File: src/rtl/qspi_line_arb.sv
// Line-request arbiter between icache/dcache and the QSPI controller; serialises write
// lines and assembles read lines nibble by nibble. Define QSPI_RR_EN for round-robin arbitration.
module qspi_line_arb #(
  parameter int LINE_LENGTH = 4,
  parameter int PA          = 24,
  parameter int GUARD       = 2
) (
  input  logic                              clk,
  input  logic                              reset,
  input  logic                              ic_req,
  input  logic [PA-$clog2(LINE_LENGTH)-1:0] ic_addr,
  output logic                              ic_ack,
  input  logic                              dc_req,
  input  logic                              dc_write,
  input  logic                              dc_mem,
  input  logic [PA-$clog2(LINE_LENGTH)-1:0] dc_addr,
  input  logic [8*LINE_LENGTH-1:0]          dc_wdata,
  output logic                              dc_ack,
  output logic [8*LINE_LENGTH-1:0]          rdata,
  output logic                              req,
  output logic                              i_d,
  output logic                              mem,
  output logic                              write,
  output logic [PA-$clog2(LINE_LENGTH)-1:0] paddr,
  output logic [3:0]                        dwrite,
  input  logic                              rstrobe_d,
  input  logic                              wstrobe_i,
  input  logic                              wstrobe_d,
  input  logic [3:0]                        uio_in
);

  localparam int AW = PA - $clog2(LINE_LENGTH);
  localparam int NW = $clog2(2*LINE_LENGTH);
  localparam int PW = NW + 1;
  localparam int GW = $clog2(GUARD + 2);
  localparam logic [PW-1:0] LAST  = PW'(2*LINE_LENGTH);
  localparam logic [GW-1:0] GLOAD = GW'(GUARD);

  typedef enum logic [1:0] {IDLE, REQ, XFER, DONE} state_t;

  state_t                   state_q, state_d;
  logic                     i_d_q, i_d_d;
  logic                     mem_q, mem_d;
  logic                     write_q, write_d;
  logic [AW-1:0]            paddr_q, paddr_d;
  logic [PW-1:0]            ptr_q, ptr_d;
  logic [GW-1:0]            guard_q, guard_d;
  logic [8*LINE_LENGTH-1:0] rdata_q, rdata_d;
`ifdef QSPI_RR_EN
  logic                     last_q, last_d;
`endif
  logic                     pick_dc;
  logic                     strobe;
  logic [NW-1:0]            nib;

  // Nibble slot for pointer p: byte p>>1, high nibble when p is even.
  assign nib    = {ptr_q[PW-2:1], ~ptr_q[0]};
  assign strobe = write_q ? rstrobe_d : (wstrobe_i | wstrobe_d);

  assign req    = (state_q == REQ);
  assign ic_ack = (state_q == DONE) &  i_d_q;
  assign dc_ack = (state_q == DONE) & ~i_d_q;
  assign i_d    = i_d_q;
  assign mem    = mem_q;
  assign write  = write_q;
  assign paddr  = paddr_q;
  assign rdata  = rdata_q;
  assign dwrite = (write_q && ptr_q != LAST) ? dc_wdata[{nib, 2'b00} +: 4] : 4'h0;

  always_comb begin
    state_d = state_q;
    i_d_d   = i_d_q;
    mem_d   = mem_q;
    write_d = write_q;
    paddr_d = paddr_q;
    ptr_d   = ptr_q;
    guard_d = guard_q;
    rdata_d = rdata_q;
`ifdef QSPI_RR_EN
    last_d  = last_q;
    pick_dc = dc_req & (~ic_req | ~last_q);
`else
    pick_dc = dc_req;
`endif
    case (state_q)
      IDLE: begin
        if (guard_q != '0) begin
          guard_d = guard_q - GW'(1);
        end else if (ic_req | dc_req) begin
          i_d_d   = ~pick_dc;
          mem_d   = pick_dc & dc_mem;
          write_d = pick_dc & dc_write;
          paddr_d = pick_dc ? dc_addr : ic_addr;
          ptr_d   = '0;
          state_d = REQ;
`ifdef QSPI_RR_EN
          last_d  = pick_dc;
`endif
        end
      end
      REQ, XFER: begin
        if (strobe) begin
          state_d = XFER;
          if (ptr_q == LAST) begin
            // Surplus strobe: the guard window starts counting from here.
            state_d = DONE;
            guard_d = GLOAD;
          end else begin
            ptr_d = ptr_q + PW'(1);
            if (!write_q) rdata_d[{nib, 2'b00} +: 4] = uio_in;
          end
        end
      end
      DONE: begin
        if (guard_q != '0) guard_d = guard_q - GW'(1);
        state_d = IDLE;
      end
      default: state_d = IDLE;
    endcase
  end

  always_ff @(posedge clk or negedge reset) begin
    if (!reset) begin
      state_q <= IDLE;
      i_d_q   <= 1'b0;
      mem_q   <= 1'b0;
      write_q <= 1'b0;
      paddr_q <= '0;
      ptr_q   <= '0;
      guard_q <= '0;
      rdata_q <= '0;
`ifdef QSPI_RR_EN
      last_q  <= 1'b0;
`endif
    end else begin
      state_q <= state_d;
      i_d_q   <= i_d_d;
      mem_q   <= mem_d;
      write_q <= write_d;
      paddr_q <= paddr_d;
      ptr_q   <= ptr_d;
      guard_q <= guard_d;
      rdata_q <= rdata_d;
`ifdef QSPI_RR_EN
      last_q  <= last_d;
`endif
    end
  end

endmodule
File: config.mk
export PLATFORM = sky130hd
export DESIGN_NAME = qspi_line_arb
export DESIGN_NICKNAME = d
export VERILOG_FILES = /design/src/rtl/qspi_line_arb.sv
export SDC_FILE = /design/constraint.sdc
export NUM_CORES = 1
export LEC_CHECK = 0
export CORE_ASPECT_RATIO = 2
export CORE_MARGIN = 2
export CORE_UTILIZATION = 42
export CTS_CLUSTER_DIAMETER = 50
export DETAILED_ROUTE_END_ITERATION = 6
export GPL_TIMING_DRIVEN = 0
export HOLD_SLACK_MARGIN = 0.12
export PLACE_DENSITY = 0.8
export SLEW_MARGIN = 5
export SYNTH_ARGS = -nofsm -noshare
export SYNTH_HDL_FRONTEND = slang
export SYNTH_SLANG_ARGS = --single-unit
File: constraint.sdc
create_clock -name clk -period 3.11 [get_ports clk]
set_input_delay 0.933 -clock clk [delete_from_list [all_inputs] [get_ports clk]]
set_output_delay 0.933 -clock clk [all_outputs]
set_load 0.005 [all_outputs]
==> results of run 1 <==
## metal layers
layer / routed length [µm] / global-route usage [%]
met4: 467 / 14.3
met1: 3070 / 22.3
met2: 5680 / 46.2
met3: 659 / 5.86
met5: 0 / 0
## flip-flops by register name, summed over array words and instances (netlist names)
register  cells
guard_q       2
mem           1
state_q       2
ptr_q         4
rdata        32
paddr        22
write         1
i_d           1
## cell type report
| cell class | count | area, µm² |
|---|---|---|
| well taps | 94 | 118 |
| inverters | 8 | 30.0 |
| fillers | 620 | 2380 |
| clock buffers | 11 | 253 |
| clock inverters | 5 | 77.6 |
| flip-flops and latches | 65 | 1630 |
| repair buffers | 152 | 1500 |
| multi-input cells | 195 | 1610 |
| plain buffers | 13 | 67.6 |
## worst min-delay path by stage
| stage | startpoint | endpoint | slack (ns) | cells after the start |
|---|---|---|---|---|
| after floorplan | mem | mem | 0.47 | 2 |
| after global placement | paddr[21] | paddr[21] | 0.46 | 2 |
| after detailed placement | paddr[21] | paddr[21] | 0.47 | 2 |
| after CTS | paddr[21] | paddr[21] | 0.48 | 2 |
| after global routing | rdata[5] | rdata[5] | 0.51 | 1 |
| final | paddr[21] | paddr[21] | 0.48 | 2 |
## power by group through the flow
stage | clock, mW | combinational, mW | sequential, mW
global placement | 0 | 2.38 | 1.49
detailed placement | 0 | 2.46 | 1.52
CTS | 1.11 | 2.48 | 1.52
global route | 1.14 | 2.67 | 1.56
floorplan | 0 | 1.21 | 1.50
finish | 1.09 | 2.46 | 1.51
## stage by stage
step	cells	util [%]	hold WS (ns)	setup WS, ns
floorplan	281	-	0.473	0.605
global placement	526	64.7	0.463	-0.975
detailed placement	526	64.7	0.469	-0.348
CTS	543	69.2	0.481	-0.0101
global route	543	69.0	0.509	0.0357
finish	543	69.0	0.478	0.0746
## placed cells by master (no fill, tap or decap), types with 8 or more instances in the layout
cell type | synthesis | final
clkbuf_16 | 0 | 9
clkdlybuf4s50_1 | 0 | 145
dfrtp_1 | 65 | 63
ha_1 | 9 | 9
inv_1 | 8 | 8
mux2_2 | 30 | 30
mux2i_1 | 23 | 23
mux4_2 | 8 | 8
nand2_1 | 43 | 43
o21ai_0 | 31 | 31
## kinds of logic (layout without fill, tap and decap cells)
| family | Yosys count | count (layout) | share of synthesized area (%) |
|---|---|---|---|
| AND/OR/NAND/NOR | 76 | 76 | 13.4 |
| multiplexers | 66 | 66 | 24.2 |
| flip-flops | 65 | 65 | 48.9 |
| AO/OA/AOI/OAI | 43 | 43 | 7.23 |
| buffers and inverters | 21 | 189 | 2.63 |
| adder cells (fa/ha/maj) | 9 | 9 | 3.39 |
| XOR/XNOR | 1 | 1 | 0.264 |
## worst max-delay path: cells and delay by family
family	cells	cell delay (ns)
AO/OA/AOI/OAI	1	0.08
buffers and inverters	2	0.54
multiplexers	1	0.47
AND/OR/NAND/NOR	1	0.09
## what timing repair did
item	4_1_cts	5_1_grt
buffers inserted	1	0
pin swaps	2	0
setup endpoints to repair	4	3
resized for setup	17	3
==> results.toml, run 1 <==
[critical_path]
crit_path_top_delay_cell = "mux4_2"
path_max_fanout = 1
start_kind = "primary input"
crit_path_max_incr_delay_ns = 0.47
crit_chain = "clkdlybuf4s50_1, mux4_2, nand2_1, a21oi_1, clkbuf_2"
crit_path_end = "dwrite[2]"
required_ns = 2.18
reg2reg_slack_ns = 0.52
end_kind = "output pin"
rr_worst_depth = 8
crit_type = "in -> out"
rr_endpoint = "rdata[16]"
crit-reg2reg-launch = "ptr_q[1]"
worstSetupStartpoint = "dc_wdata[10]"
crit_arrival_ns = 2.10

[timing]
relSlewSlack_pct = 45.6
hold_violations = 0
min_period_ns = 3.04
fmax_ghz = 0.329
slew_viol_final = 0
worstMarginPinSlew_ns = 0.816
final.setup_skew_ns = 0.00607
tns_ns = 0
final.period_utilization_pct = 97.6
rsz0062_at_grt = "no"
setup_violations = 0

[clocking]
ctsHoldBuffers = 0
htreeDepth = 3
cts.path.max_buffers = 2
cts_made_buffers = 9
cts_tree = "built"
insertion_delay_ns = 0.33
path_clk_slew_ns = 0.05
clock-sinks = 65
cts_root_buf = "clkbuf_16"

[synthesis]
yosysWarnings = 0
synthesis.area_mm2 = 0.00332
syn_area_per_cell_um2 = 11.8
synth_edf_count = 0
ys_async_sr_fraction_pct = 100
synth_top_area_share_pct = 48.9
synth_seq_area_share_pct = 48.9
synth_largest_area_cell = "dfrtp_1"
synth-main-ff-cell = "dfrtp_1"
netlist_top_cells_count = "65 x dfrtp_1, 43 x nand2_1, 31 x o21ai_0"
synthCells = 281
post-synth-top-count-cell = "dfrtp_1"
netlist_top_cells_area = "dfrtp_1 49%, mux2_2 10%, mux2i_1 6.9%"
ys_seq_elements = 65
synthDistinctLibCells = 38
synth_fp_nets = 379

[drt]
ant_nets = 0
drt_wl_total_um = 9870
drt_iter0_drc = 96
routed_via_density = 5.31
wl_per_cell_um = 18.2
drc = 0
firstDrtPassIters = 4
num_vias = 2883

[floorplanning]
die_w_um = 66.9
die_height_um = 130
rows = 45
core_area_mm2 = 0.00766
initial_core_util_pct = 43.4
fp.dieArea_mm2 = 0.00869
io_pins = 153

[global_route]
antenna_found_initial = 0
grt_pass1_wl_um = 15500
overflow = 0
grt_use_total_pct = 24.3
grt_pass1_vias = 3238
grt_max_degree = 66

[power_and_ir_drop]
p_comb_share_pct = 48.6
p_total_mw = 5.06
switching_share_pct = 33.0
p_sw_mw = 1.67
ir_worst_vdd_uv = 499
cellPowerDensity_mw_per_mm2 = 958
cellLeakagePower_nw = 2.31
p_int_mw = 3.39
clkPwrFrac_pct = 21.5
p_seq_share_pct = 29.9

[place]
globalplace.congestion = 0.863
portBuffers = 151
dp_hpwl_um = 7640
place_area_mm2 = 0.00495

[cells_and_area]
drive_gt1_share_pct = 17.1
area_growth_pct = 58.8
nNetsFinal = 542
antenna_cells = 0
stdcell_area_mm2 = 0.00528

[run]
cap_violations = 0

[outcome]
status = "completed"

[hold_path]
hold_path_class = "reg -> reg"
(Power assumes the default switching activity.)
==> run 2: changes to the inputs <==
CAP_MARGIN = 10   (was not set)
HOLD_SLACK_MARGIN = not set   (was 0.12)
==> results of run 2 <==
Same layout as run 1: the final DEF is identical, and so are final timing and power.
==> run 3: changes to the inputs <==
CORE_UTILIZATION = 45   (was 42)
HOLD_SLACK_MARGIN = 0.1   (was not set)
PLACE_DENSITY = 0.85   (was 0.8)
clock period = 3.8 ns   (was 3.11 ns; I/O delays follow)
==> results.toml, run 3 (synthesis results as in run 1) <==
[critical_path]
worstSetupStartpoint = "dc_wdata[12]"
required_ns = 2.66
start_kind = "primary input"
reg2reg_slack_ns = 1.14
end_kind = "output pin"
path_max_fanout = 1
crit_arrival_ns = 2.62
rr_endpoint = "rdata[10]"
rr_worst_depth = 8
crit-reg2reg-launch = "ptr_q[1]"
crit_type = "in -> out"

[timing]
final.setup_skew_ns = 0.00464
rsz0062_at_grt = "no"
min_period_ns = 3.76
relSlewSlack_pct = 46.1
slew_viol_final = 0
worst_hold_slack_ns = 0.480
worstMarginPinSlew_ns = 0.808
fmax_ghz = 0.266
final.period_utilization_pct = 99.0
hold_violations = 0
setup_violations = 0

[power_and_ir_drop]
p_seq_share_pct = 30.7
ir_worst_vdd_uv = 439
p_int_mw = 2.68
switching_share_pct = 34.0
cellPowerDensity_mw_per_mm2 = 774
clkPwrFrac_pct = 19.6
p_sw_mw = 1.38
cellLeakagePower_nw = 2.27
p_total_mw = 4.06
p_comb_share_pct = 49.7

[run]
cap_violations = 0

[hold_path]
hold_path_class = "reg -> reg"
min_to = "paddr[1]"
whs_path_depth = 2
hold_start = "paddr[1]"

[drt]
drt_iter0_drc = 79
drc = 0
drt_wl_total_um = 9810
wl_met1_um = 3230
num_vias = 2914
routed_via_density = 5.40
wl_met2_um = 5590
top_layer_used = "met4"
wl_per_cell_um = 18.2
firstDrtPassIters = 4
ant_nets = 0
dr_wl_met3_um = 629

[cells_and_area]
layout_common_cells = "150 x clkdlybuf4s50_1, 63 x dfrtp_1, 43 x nand2_1"
drive_gt1_share_pct = 15.6
largest_reg_flops = 32
nFillCells = 526
area_growth_pct = 57.8
antenna_cells = 0
post-route-util_pct = 72.7
nNetsFinal = 541
layout_commonest_cell = "clkdlybuf4s50_1"

[clocking]
insertion_delay_ns = 0.33
cts_tree = "built"
cts.path.max_buffers = 2
ctsHoldBuffers = 0
cts_root_buf = "clkbuf_16"
clock-sinks = 65
htreeDepth = 3
path_clk_slew_ns = 0.05
cts_made_buffers = 9

[global_route]
grt_max_degree = 66
grt_pass1_vias = 3174
antenna_found_initial = 0
overflow = 0
grt_pass1_wl_um = 15800
grt_use_total_pct = 25.6

[place]
portBuffers = 151
dp_hpwl_um = 7570
globalplace.congestion = 0.906

[floorplanning]
core_area_mm2 = 0.00721
die_height_um = 126
fp.dieArea_mm2 = 0.00813
rows = 44
initial_core_util_pct = 46.1
io_pins = 153
die_w_um = 64.8

[outcome]
status = "completed"
==> run 3: cell count changes in the layout (fill, tap and decap cells not counted) <==
cell | before | now
clkdlybuf4s50_1 | 145 | 150
clkbuf_2 | 3 | 0
clkinv_4 | 0 | 1
dlygate4sd2_1 | 1 | 0
bufinv_16 | 2 | 1
clkbuf_1 | 6 | 8
buf_6 | 1 | 0
clkbuf_8 | 2 | 0
buf_2 | 4 | 3
==> run 3: worst max path at each step <==
stage / cells past startpoint / to
3_5_place_dp: 5 / dwrite[0]
5_1_grt: 5 / dwrite[0]
3_3_place_gp: 1 / rdata[28]
6_report: 5 / dwrite[0]
4_1_cts: 5 / dwrite[1]
2_1_floorplan: 3 / dwrite[0]
==> run 3: area by class of cell <==
cell class | count | area, µm² | share of cell area [%]
clock inverter | 5 | 56.3 | 1.07
tap | 92 | 115 | 2.19
multi-input combinational | 195 | 1610 | 30.7
clock buffer | 11 | 233 | 4.44
buffer | 13 | 63.8 | 1.22
timing repair buffer | 151 | 1510 | 28.8
inverter | 8 | 30.0 | 0.572
sequential | 65 | 1630 | 31.1
==> run 3: metrics by stage <==
step	setup TNS (ns)	std cells	setup WS, ns	area, µm²
global route	0	540	0.00364	5250
detailed placement	0	524	0.0424	4950
finish	0	540	0.0380	5250
global placement	-27.99	524	-0.436	4950
CTS	0	540	0.0417	5240
floorplan	0	281	0.943	3320
==> run 3: what timing repair did <==
item                       CTS  global route
setup endpoints to repair    4             4
resized for setup            2             4
buffers inserted             0             0
==> run 3: critical path, cell delays in order <==
cell and delay (ns):
clkdlybuf4s50_1 0.41, mux4_2 0.47, nand2_1 0.09, a21oi_1 0.06, clkdlybuf4s50_1 0.45
==> run 3: metal layers <==
metal / vias to the layer above / GRT usage, %
met3: 25 / 6.29
met2: 128 / 47.1
li1: 1331 / -
met5: - / 0
met1: 1430 / 25.5
met4: 0 / 13.4
==> run 3: power groups by stage <==
stage               clock network (mW)  registers (mW)  logic (mW)
floorplan                            0            1.23       0.988
global placement                     0            1.22        1.94
detailed placement                   0            1.25        2.00
CTS                              0.806            1.24        2.03
global route                     0.836            1.29        2.17
finish                           0.797            1.25        2.02
